<file path="src/rtl/mem_access_ctrl_pkg.sv">
// Shared definitions for the MEM-stage memory-access controller.
//   size_e    : request size encodings (byte, half, word, reserved)
//   state_e   : controller FSM states
//   lane_sel  : byte-lane index of an address, honouring endianness
package mem_access_pkg;

  typedef enum logic [1:0] {
    SZ_BYTE = 2'b00,
    SZ_HALF = 2'b01,
    SZ_WORD = 2'b10,
    SZ_RSVD = 2'b11
  } size_e;

  typedef enum logic [0:0] {
    IDLE  = 1'b0,
    WRITE = 1'b1
  } state_e;

  // Big-endian places byte address 0 in the most significant lane.
  function automatic logic [1:0] lane_sel(input logic [1:0] addr_lo,
                                          input logic       big_endian);
    return big_endian ? (addr_lo ^ 2'b11) : addr_lo;
  endfunction

endpackage

</file>
<file path="src/rtl/mem_access_ctrl_if.sv">
// Bundle of the pipeline-request and data-memory signals of mem_access_ctrl.
//   slave  : controller view (requests and dm_rdata in, results and dm_* out)
//   master : environment view (pipeline + memory)
interface mem_access_ctrl_if;
  logic        req_valid;
  logic        req_write;
  logic [1:0]  req_size;
  logic        req_unsigned;
  logic [31:0] req_addr;
  logic [31:0] req_wdata;
  logic        stall;
  logic [31:0] load_data;
  logic        misalign_err;
  logic [31:0] dm_addr;
  logic [31:0] dm_wdata;
  logic        dm_read;
  logic        dm_write;
  logic [31:0] dm_rdata;

  modport slave (
    input  req_valid, req_write, req_size, req_unsigned, req_addr, req_wdata,
    input  dm_rdata,
    output stall, load_data, misalign_err,
    output dm_addr, dm_wdata, dm_read, dm_write
  );

  modport master (
    output req_valid, req_write, req_size, req_unsigned, req_addr, req_wdata,
    output dm_rdata,
    input  stall, load_data, misalign_err,
    input  dm_addr, dm_wdata, dm_read, dm_write
  );
endinterface

</file>
<file path="src/rtl/mem_access_ctrl_lane_align.sv">
// Combinational lane handling for one 32-bit memory word.
//   store_i = 0 : extract byte/half at lane_i from word_i and sign- or
//                 zero-extend (unsigned_i); word size passes word_i through.
//   store_i = 1 : return word_i with the byte/half at lane_i replaced by
//                 wdata_i[7:0] / wdata_i[15:0].
// Ports: word_i, lane_i (byte lane), size_i, unsigned_i, store_i, wdata_i in;
//        data_o out.
module lane_align
  import mem_access_pkg::*;
(
  input  logic [31:0] word_i,
  input  logic [1:0]  lane_i,
  input  size_e       size_i,
  input  logic        unsigned_i,
  input  logic        store_i,
  input  logic [15:0] wdata_i,
  output logic [31:0] data_o
);

  logic [7:0]  byte_sel;
  logic [15:0] half_sel;

  always_comb begin
    byte_sel = word_i[{lane_i, 3'b000} +: 8];
    // A halfword occupies the upper or lower half selected by lane bit 1.
    half_sel = lane_i[1] ? word_i[31:16] : word_i[15:0];
    data_o   = word_i;
    if (store_i) begin
      case (size_i)
        SZ_BYTE: data_o[{lane_i, 3'b000} +: 8] = wdata_i[7:0];
        SZ_HALF: begin
          if (lane_i[1]) data_o[31:16] = wdata_i;
          else           data_o[15:0]  = wdata_i;
        end
        default: data_o = word_i;
      endcase
    end else begin
      case (size_i)
        SZ_BYTE: data_o = {{24{~unsigned_i & byte_sel[7]}}, byte_sel};
        SZ_HALF: data_o = {{16{~unsigned_i & half_sel[15]}}, half_sel};
        SZ_WORD: data_o = word_i;
        default: data_o = '0;
      endcase
    end
  end

endmodule

</file>
<file path="src/rtl/mem_access_ctrl.sv">
// MEM-stage memory-access controller: turns byte/half/word loads and stores
// into word accesses of a word-addressed data memory. Loads and word stores
// complete in one cycle; sub-word stores are a read-modify-write that stalls
// the pipeline for the read cycle and writes the merged word in the next.
// Ports: clk, rst (sync, active high); bus (slave modport) carries the
// pipeline request/result signals and the data-memory port.
module mem_access_ctrl
  import mem_access_pkg::*;
#(
  parameter int DATA_W     = 32,
  parameter int BIG_ENDIAN = 0
) (
  input logic              clk,
  input logic              rst,
  mem_access_ctrl_if.slave bus
);

  state_e              state_q, state_d;
  logic [DATA_W-1:0]   wbuf_q, wbuf_d;
  logic [31:0]         abuf_q, abuf_d;

  size_e       req_size;
  logic [1:0]  lane;
  logic [31:0] word_addr;
  logic        misalign;
  logic [31:0] ext_data;
  logic [31:0] merge_data;

  assign req_size  = size_e'(bus.req_size);
  assign lane      = lane_sel(bus.req_addr[1:0], BIG_ENDIAN != 0);
  assign word_addr = {bus.req_addr[31:2], 2'b00};
  assign misalign  = (req_size == SZ_RSVD) ||
                     ((req_size == SZ_HALF) && bus.req_addr[0]) ||
                     ((req_size == SZ_WORD) && (bus.req_addr[1:0] != 2'b00));

  lane_align u_load_align (
    .word_i     (bus.dm_rdata),
    .lane_i     (lane),
    .size_i     (req_size),
    .unsigned_i (bus.req_unsigned),
    .store_i    (1'b0),
    .wdata_i    (16'h0000),
    .data_o     (ext_data)
  );

  lane_align u_store_align (
    .word_i     (bus.dm_rdata),
    .lane_i     (lane),
    .size_i     (req_size),
    .unsigned_i (1'b0),
    .store_i    (1'b1),
    .wdata_i    (bus.req_wdata[15:0]),
    .data_o     (merge_data)
  );

  always_comb begin
    state_d          = state_q;
    wbuf_d           = wbuf_q;
    abuf_d           = abuf_q;
    bus.stall        = 1'b0;
    bus.load_data    = '0;
    bus.misalign_err = 1'b0;
    bus.dm_addr      = word_addr;
    bus.dm_wdata     = bus.req_wdata;
    bus.dm_read      = 1'b0;
    bus.dm_write     = 1'b0;

    case (state_q)
      IDLE: begin
        if (bus.req_valid) begin
          if (misalign) begin
            bus.misalign_err = 1'b1;
          end else if (!bus.req_write) begin
            bus.dm_read   = 1'b1;
            bus.load_data = ext_data;
          end else if (req_size == SZ_WORD) begin
            bus.dm_write = 1'b1;
          end else begin
            bus.dm_read = 1'b1;
            bus.stall   = 1'b1;
            wbuf_d      = merge_data;
            abuf_d      = word_addr;
            state_d     = WRITE;
          end
        end
      end
      WRITE: begin
        bus.dm_write = 1'b1;
        bus.dm_addr  = abuf_q;
        bus.dm_wdata = wbuf_q;
        state_d      = IDLE;
      end
      default: state_d = IDLE;
    endcase

    // Reset gates every enable, so a WRITE cycle under reset never reaches memory.
    if (rst) begin
      bus.stall        = 1'b0;
      bus.load_data    = '0;
      bus.misalign_err = 1'b0;
      bus.dm_read      = 1'b0;
      bus.dm_write     = 1'b0;
    end
  end

  always_ff @(posedge clk) begin
    if (rst) begin
      state_q <= IDLE;
      wbuf_q  <= '0;
      abuf_q  <= '0;
    end else begin
      state_q <= state_d;
      wbuf_q  <= wbuf_d;
      abuf_q  <= abuf_d;
    end
  end

endmodule

</file>
<file path="src/flat_wrapper.sv">
// flat-port wrapper written by rule: the top's interface ports become plain ports
module mem_access_ctrl_flat import mem_access_pkg::*;
#(
  parameter int DATA_W     = 32,
  parameter int BIG_ENDIAN = 0
)
  (clk, rst, bus_req_valid, bus_req_write, bus_req_size, bus_req_unsigned, bus_req_addr, bus_req_wdata, bus_dm_rdata, bus_stall, bus_load_data, bus_misalign_err, bus_dm_addr, bus_dm_wdata, bus_dm_read, bus_dm_write);
  mem_access_ctrl_if bus_i ();
  input logic clk;
  input logic rst;
  input wire logic [$bits(bus_i.req_valid)-1:0] bus_req_valid;
  input wire logic [$bits(bus_i.req_write)-1:0] bus_req_write;
  input wire logic [$bits(bus_i.req_size)-1:0] bus_req_size;
  input wire logic [$bits(bus_i.req_unsigned)-1:0] bus_req_unsigned;
  input wire logic [$bits(bus_i.req_addr)-1:0] bus_req_addr;
  input wire logic [$bits(bus_i.req_wdata)-1:0] bus_req_wdata;
  input wire logic [$bits(bus_i.dm_rdata)-1:0] bus_dm_rdata;
  output wire logic [$bits(bus_i.stall)-1:0] bus_stall;
  output wire logic [$bits(bus_i.load_data)-1:0] bus_load_data;
  output wire logic [$bits(bus_i.misalign_err)-1:0] bus_misalign_err;
  output wire logic [$bits(bus_i.dm_addr)-1:0] bus_dm_addr;
  output wire logic [$bits(bus_i.dm_wdata)-1:0] bus_dm_wdata;
  output wire logic [$bits(bus_i.dm_read)-1:0] bus_dm_read;
  output wire logic [$bits(bus_i.dm_write)-1:0] bus_dm_write;
  assign bus_i.req_valid = bus_req_valid;
  assign bus_i.req_write = bus_req_write;
  assign bus_i.req_size = bus_req_size;
  assign bus_i.req_unsigned = bus_req_unsigned;
  assign bus_i.req_addr = bus_req_addr;
  assign bus_i.req_wdata = bus_req_wdata;
  assign bus_i.dm_rdata = bus_dm_rdata;
  assign bus_stall = bus_i.stall;
  assign bus_load_data = bus_i.load_data;
  assign bus_misalign_err = bus_i.misalign_err;
  assign bus_dm_addr = bus_i.dm_addr;
  assign bus_dm_wdata = bus_i.dm_wdata;
  assign bus_dm_read = bus_i.dm_read;
  assign bus_dm_write = bus_i.dm_write;
  mem_access_ctrl #(.DATA_W(DATA_W), .BIG_ENDIAN(BIG_ENDIAN)) u_core (.clk(clk), .rst(rst), .bus(bus_i));
endmodule
</file>
<file path="config.mk">
export PLATFORM = sky130hd
export DESIGN_NAME = mem_access_ctrl_flat
export DESIGN_NICKNAME = d
export VERILOG_FILES = /design/src/rtl/mem_access_ctrl_pkg.sv /design/src/rtl/mem_access_ctrl_if.sv /design/src/rtl/mem_access_ctrl_lane_align.sv /design/src/rtl/mem_access_ctrl.sv /design/src/flat_wrapper.sv
export SDC_FILE = /design/constraint.sdc
export NUM_CORES = 1
export LEC_CHECK = 0
export ABC_CLOCK_PERIOD_IN_PS = 3600
export BUFFER_PORTS_ARGS = -buffer_cell sky130_fd_sc_hd__buf_2
export CORE_UTILIZATION = 30
export DETAILED_ROUTE_END_ITERATION = 7
export SLEW_MARGIN = 40
export SYNTH_ARGS = -nofsm -noshare
export SYNTH_HDL_FRONTEND = slang
export SYNTH_SLANG_ARGS = --single-unit
export TNS_END_PERCENT = 100
</file>
<file path="constraint.sdc">
create_clock -name clk -period 3.6 [get_ports clk]
set_input_delay 0.36 -clock clk [delete_from_list [all_inputs] [get_ports clk]]
set_output_delay 0.36 -clock clk [all_outputs]
set_load 0.01 [all_outputs]
</file>
==> results of run 1 <==
-- final timing paths --
check,start,slack (ns),endpoint,cells past startpoint
worst min register to register,u_core.abuf_q[21],0.45,u_core.abuf_q[21],2
worst max register to register,u_core.state_q,1.40,u_core.wbuf_q[3],6
worst min-delay path,bus_req_addr[17],0.28,u_core.abuf_q[17],3
worst max-delay path,bus_req_addr[0],0.59,bus_load_data[30],9
-- power by group --
group | internal (W) | switching (W)
Combinational | 0.000187 | 0.000254
Clock | 0.000465 | 0.000309
Sequential | 0.000725 | 0.0000141
Total | 0.00138 | 0.000577
-- layout make-up --
class | instances | share of cell area
flip-flops and latches | 63 | 0.220
clock inverters | 5 | 0.00612
multi-input cells | 437 | 0.500
repair buffers | 208 | 0.185
clock buffers | 11 | 0.0406
inverters | 12 | 0.00787
well taps | 180 | 0.0393
-- through the flow --
step,area (um^2),power [W],utilization
after global placement,5460,0.00119,0.387
after detailed placement,5460,0.00119,0.387
final,5730,0.00195,0.406
after floorplan,4410,0.00101,-
after CTS,5730,0.00199,0.406
after global routing,5730,0.00207,0.406
-- cell families after synthesis --
kind of cell,count (synthesis)
adders and majority gates,5
other,1
DFF,63
muxes,72
and+or+nand+nor,197
buffers and inverters,68
AOI/OAI and AO/OA,161
-- synthesized netlist by cell type, drive strengths merged (8+ instances only) --
cell type	instances
a211oi	24
a21oi	72
a221oi	17
a222oi	8
a22oi	15
and3	9
buf	16
clkbuf	40
dfxtp	63
inv	11
mux2	70
nand2	99
nor2	36
nor2b	14
nor3	20
o22ai	8
o32ai	8
-- tightest hold or removal path, stage by stage --
cell and delay (ns):
buf_2 0.10, nand2_1 0.05, a21oi_1 0.05
-- state kept, by name, summed over array words and instances, names as in the netlist --
signal,cells
u_core.state_q,1
u_core.abuf_q,30
u_core.wbuf_q,32
-- per-layer routing --
metal	wire length, um	track usage	up-vias
met4	419	0.0858	0
met5	0	0	-
met1	6730	0.262	2157
li1	-	-	2404
met3	1200	0.0415	23
met2	6990	0.313	250
==> key figures, run 1 <==
Clocking
  • Num CTS Buffers: 9
  • Worst-path clk slew: roughly 0.06 ns
  • Clock sink count: 63
  • CTS Buffer Depth: 2
  • CTS resizes: 0
  • Worst-skew pair later-pin latency: around 0.32 ns
  • Post-cts hold buffer count: 0
  • Setup Buffers After CTS: 0
  • CTS tree: yes
  • H-tree Lvls: 3
  • Clock root buffer: clkbuf_16

Detailed routing
  • Post-route ant nets: 0
  • WL/cell: 16.7 um
  • DRC viols: 0
  • First-pass DRT Iterations: 5
  • DR vias/cell: 5.28
  • Final wirelength: 15.3 mm
  • DR iter-0 viols: 307
  • Total number of vias: 4834

Timing
  • Slew Limit Fails: 0
  • Unrepaired setup endpoints after global routing: no
  • Fin Setup TNS: 0 ns
  • Worst Slack Setup Final: 0.592 ns
  • Slew of the pin with the lowest slew margin: 0.806 ns
  • Final hold vios: 0
  • Fin crit share: 0.836
  • Max_slew headroom: 0.462
  • Period minus WS final: around 3.0 ns
  • Hold slack: 0.281 ns
  • Highest Clock Rate: roughly 0.33 GHz
  • Clock Skews: roughly 0.0058 ns
  • # setup viols final: 0

Power and ir drop
  • Maximum VDD drop: between 0.2 and 0.25 mV
  • Leak: ~2.4 nW
  • Pwr dens: approximately 340 nW/um^2

Global routing
  • Largest net degree at the start of global routing: approximately 70
  • Grt ovf: 0
  • First-pass GRT wire length: ~23 mm
  • Initial antenna violation count: 1
  • Number of global-route vias before repair: 4329
  • GRT Total Usage: 0.199

Logic synthesis
  • Post-Syn Instances: 567
  • Number of flops mapped to enable cells by yosys: 0
  • Cell taking the most area after synthesis: dfxtp_1
  • Synth warn: 0
  • Largest family of logic cells by synthesized area: compound AO/OA/AOI/OAI gates
  • Adder-Cell Fraction of Synth Area: 0.0142
  • Seq/Total Area, Yosys: 0.287
  • Avg Cell Area, Syn: 7.76 um^2
  • Post-synth top area share: 0.287
  • Mux share of post-synthesis cell area: 0.189
  • FFs w/ async S/R, synth: 0
  • Fraction of the mapped netlist area in simple logic gates: 0.202
  • Leading register cell type out of synthesis: dfxtp_1
  • Post-synth cell types: 41
  • Synth Register Bits: 63
  • Synth Area in Compound Gates: 0.243
  • Mapped cell area: 4400 um^2
  • Xor/xnor share of the synthesized area: 0
  • Synth top area cells: dfxtp_1, mux2_2, nand2_1

Worst setup path
  • Critical path's largest stage delay: 0.70 ns
  • Crit path capture type: output port
  • Critical path launch point type: input pin
  • Worst path most repeated cell: buf_2
  • CP Cell Sequence: buf_2 -> inv_1 -> ha_1 -> nor2b_1 -> o211ai_1 -> or3b_1 -> buf_4 -> a21oi_1 -> buf_2
  • Crit-path leading delay family: simple AND/OR/NAND/NOR gates
  • Critical path type: in2out
  • Crit Path Max Fanout: 23
  • WP data arrival: 2.65 ns
  • Buffers & Inverters on Critical Path: 4
  • Slowest CP cell: or3b_1
  • CP Data Required Time: 3.24 ns

Die
  • Core area: 14100 um^2
  • Die area: roughly 15000 um^2
  • FP Rows: 43
  • Die Ht: 123 um
  • IO Pins: 203
  • Starting Density: 0.312
  • Die Span X: 123 um

Layout
  • Nets: 839
  • Most common cell after layout, fill and taps aside: buf_2
  • Ant diodes: 0
  • Fin cells: 916
  • Fill cells: 1489
  • Register Area: 1260 um^2
  • Layout overhead on the synthesized area: 30.1%
  • Most frequent cells in the layout: buf_2, nand2_1, a21oi_1
  • Footprint of the multi-input gates: between 2000 and 3000 um^2
  • Layout cells sized above 1: 0.406

Placement
  • Post-place setup slack: about 0.62 ns
  • Port-buffer cells: 200
  • Gp weighted congestion: 0.912
  • Hpwl dp: 11.3 mm
  • Placed Cells: 900

Worst hold path
  • Worst Hold Class: in2reg

Run
  • Max Cap Viol: 0

Outcome
  • Status: complete, no violations
No activity file was read; power rests on OpenSTA's default activity.
==> inputs of run 2 (changes only) <==
--- a/config.mk
+++ b/config.mk
@@ -5,7 +5,8 @@
 export SDC_FILE = /design/constraint.sdc
 export NUM_CORES = 1
 export LEC_CHECK = 0
-export ABC_CLOCK_PERIOD_IN_PS = 3600
+export ABC_AREA = 1
+export ABC_CLOCK_PERIOD_IN_PS = 2540
 export BUFFER_PORTS_ARGS = -buffer_cell sky130_fd_sc_hd__buf_2
 export CORE_UTILIZATION = 30
 export DETAILED_ROUTE_END_ITERATION = 7
==> constraint.sdc (replaced) <==
create_clock -name clk -period 2.54 [get_ports clk]
set_input_delay 0.254 -clock clk [delete_from_list [all_inputs] [get_ports clk]]
set_output_delay 0.254 -clock clk [all_outputs]
set_load 0.01 [all_outputs]
==> run 2 against run 1 <==
  * Non-clock buffer count up 8
  * Clock power increased by 68%
  * First-iteration DRC count rose by 40%
  * Clock skew about the same
  * Utilization shrank 2.2 points
  * Hold slack got worse by 0.063 ns
  * Area after synthesis increased by 24%
  * Synthesized cell count increased by 83%
  * Highest routed layer is now met5
==> key figures, run 2 <==
Outcome
  • Status: complete, no violations

Layout
  • Most frequent cells in the layout: nand2_1, buf_2, nor2_1
  • Ant diodes: 0 (unchanged)
  • Footprint of the multi-input gates: 3340 um^2 (+17%)
  • Layout cells sized above 1: 0.217 (-0.189)
  • Nets: 1315 (+57%)
  • Final instance area: 6870 um^2 (+20%)
  • Fill cells: 2060 (+38%)
  • Layout overhead on the synthesized area: 25.5%
  • Register Area: 1260 um^2 (unchanged)
  • Top reg by flops: u_core.wbuf_q
  • Largest regs: u_core.wbuf_q x32, u_core.abuf_q x30, u_core.state_q x1
  • Most common cell after layout, fill and taps aside: nand2_1
  • Max reg flops: 32 (unchanged)

Worst setup path
  • Buffers & Inverters on Critical Path: 5 (+1)
  • Slowest CP cell: nand3_2
  • CP Data Required Time: 2.29 ns (-0.95 ns)
  • Critical path type: in2out
  • Cells on worst reg2reg path: 8 (+2)
  • WP data arrival: 2.01 ns (-0.64 ns)
  • Crit-path leading delay family: buffers and inverters
  • Critical path depth in cells: 11 (+2)
  • Crit Path Max Fanout: 14 (-39%)
  • Critical path launch point type: input pin
  • CP Cell Sequence: buf_2 -> inv_2 -> ha_1 -> inv_1 -> nand3_1 -> nand2_1 -> nor2_2 -> nand3_2 -> buf_4 -> a21oi_1 -> buf_2
  • Worst path most repeated cell: buf_2
  • Crit path capture type: output port
  • Critical path's largest stage delay: 0.31 ns (-0.39 ns)

Timing
  • Fin crit share: 0.891
  • Slew of the pin with the lowest slew margin: 0.736 ns (-0.0705 ns)
  • Fin Setup TNS: 0 ns (unchanged)
  • # setup viols final: 0 (unchanged)
  • Period minus WS final: 2.26 ns
  • Max_slew headroom: 0.509 (+0.0470)
  • Final hold vios: 0 (unchanged)
  • Highest Clock Rate: 0.442 GHz
  • Unrepaired setup endpoints after global routing: no
  • Slew Limit Fails: 0 (unchanged)
  • Clock Skews: 0.00549 ns (-0.000281 ns)

Clocking
  • Clock sink count: 63 (unchanged)
  • Clock root buffer: clkbuf_16
  • Worst-skew pair later-pin latency: 0.32 ns (about the same)
  • Num CTS Buffers: 9 (unchanged)
  • Setup Buffers After CTS: 0 (unchanged)
  • CTS Buffer Depth: 2 (unchanged)
  • H-tree Lvls: 3 (unchanged)
  • CTS tree: yes
  • Worst-path clk slew: 0.05 ns (about the same)
  • CTS resizes: 0 (unchanged)
  • Post-cts hold buffer count: 0 (unchanged)

Detailed routing
  • DRC viols: 0 (unchanged)
  • First-pass DRT Iterations: 5 (unchanged)
  • Metal3 WL: 1.09 mm (-8.7%)
  • Post-route ant nets: 0 (unchanged)
  • DR iter-0 viols: 429 (+40%)
  • Total number of vias: 6434 (+33%)
  • WL/cell: 12.5 um (-25%)
  • Uppermost layer routed: met5
  • Final wirelength: 18.0 mm (+17%)
  • WL met2: 7.70 mm (+10%)
  • DR vias/cell: 4.47 (-15%)
  • Wl on met1: 8.98 mm (+33%)

Logic synthesis
  • Cell taking the most area after synthesis: nand2_1
  • Number of flops mapped to enable cells by yosys: 0 (unchanged)
  • Leading register cell type out of synthesis: dfxtp_1
  • Synth Register Bits: 63 (unchanged)
  • Mapped cell area: 5470 um^2 (+24%)
  • Avg Cell Area, Syn: 5.28 um^2 (-32%)
  • Most instantiated library cell after synthesis: nand2_1
  • Seq/Total Area, Yosys: 0.231 (-0.0560)
  • Commonest cells in the netlist: nand2_1, nor2_1, inv_1
  • Synth warn: 0 (unchanged)
  • FFs w/ async S/R, synth: 0 (unchanged)
  • Synth top area cells: nand2_1, dfxtp_1, nor2_1
  • Post-synth cell types: 30 (-27%)
  • Post-Syn Instances: 1036 (+83%)
  • Post-synth top area share: 0.257 (-0.0293)

Die
  • Die Span X: 137 um (+11%)
  • Die Ht: 137 um (+11%)
  • Die area: 18800 um^2 (+24%)
  • FP Rows: 49 (+14%)
  • Core area: 17900 um^2 (+27%)
  • Starting Density: 0.306 (-0.00663)
  • IO Pins: 203 (unchanged)

Power and ir drop
  • Pwr dens: 456 nW/um^2 (+34%)
  • Comb pwr share: 0.247 (+0.021)
  • Clock power share: 0.415 (+0.019)
  • Sw Pwr: 0.000938 W (+62%)
  • Pint: 0.00219 W (+59%)
  • Switching share of power: 0.299 (+0.00408)
  • Leak: 3.86 nW (+60%)
  • Sequential Power Share: 0.338 (-0.040)
  • Maximum VDD drop: 0.282 mV (+37%)

Worst hold path
  • Hold Path Stages: 2 (-1)
  • Worst Hold Class: in2reg

Run
  • Max Cap Viol: 0 (unchanged)

Global routing
  • First-pass GRT wire length: 27.6 mm (+19%)
  • Number of global-route vias before repair: 5483 (+27%)
  • Grt ovf: 0 (unchanged)
  • Initial antenna violation count: 1 (unchanged)
  • Largest net degree at the start of global routing: 63 (-11%)
  • GRT Total Usage: 0.189 (-0.0104)

Placement
  • Gp weighted congestion: 0.915 (+0.36%)
  • Port-buffer cells: 200 (unchanged)
  • Hpwl dp: 14.0 mm (+24%)
  • Placed Area: 6560 um^2 (+20%)
-- run 2: cell types whose count changed after synthesis, moves of 11 or more --
cell	before	now
mux2_2	70	0
a221oi_1	17	0
nand3_1	7	53
buf_2	9	20
nand2_1	99	375
a21oi_1	72	28
nor2b_1	14	0
o21ai_0	0	77
nor3_1	20	0
inv_1	11	131
clkbuf_1	40	17
nor2_1	36	191
a211oi_1	24	0
-- run 2: path summary, 6_finish.rpt --
check / startpoint / slack (ns) / to
worst max-delay path: bus_req_addr[0] / 0.28 / bus_load_data[0]
worst min-delay path: rst / 0.22 / u_core.state_q
worst max register to register: u_core.state_q / 0.74 / u_core.wbuf_q[29]
worst min register to register: u_core.abuf_q[15] / 0.48 / u_core.abuf_q[15]
-- run 2: final cells by class --
type                    instances  area share
flip-flops and latches         63       0.184
inverters                     141      0.0778
well taps                     229      0.0417
repair buffers                216       0.165
multi-input cells             776       0.486
clock buffers                  11      0.0353
clock inverters                 4      0.0102
-- run 2: logic make-up after synthesis --
family          Yosys count  share of synthesized area
simple gates            644                      0.473
buf+inv                 198                      0.160
compound gates          125                      0.125
flops                    63                      0.231
fa+ha+maj                 5                     0.0114
other cells               1                   0.000685
-- run 2: metrics by stage --
stage	hold slack (ns)	total power (W)	utilization	cells	worst slack (ns)
after global placement	0.463	0.00185	0.366	1425	0.393
after floorplan	0.454	0.00157	-	1037	0.571
after CTS	0.206	0.00318	0.384	1440	0.285
final	0.218	0.00313	0.384	1440	0.276
after detailed placement	0.471	0.00185	0.366	1425	0.292
after global routing	0.219	0.00333	0.384	1440	0.0701
-- run 2: power groups by stage --
stage          Sequential (W)  Clock [W]  Combinational, W
3_3_place_gp          0.00108          0          0.000773
5_1_grt               0.00107    0.00138          0.000882
6_report              0.00106    0.00130          0.000774
4_1_cts               0.00106    0.00134          0.000775
3_5_place_dp          0.00108          0          0.000772
2_1_floorplan         0.00108          0          0.000495
-- run 2: per-layer routing --
metal,vias to the layer above,GRT usage
li1,3471,-
met1,2708,0.262
met2,234,0.297
met3,19,0.0300
met4,2,0.0556
met5,-,0
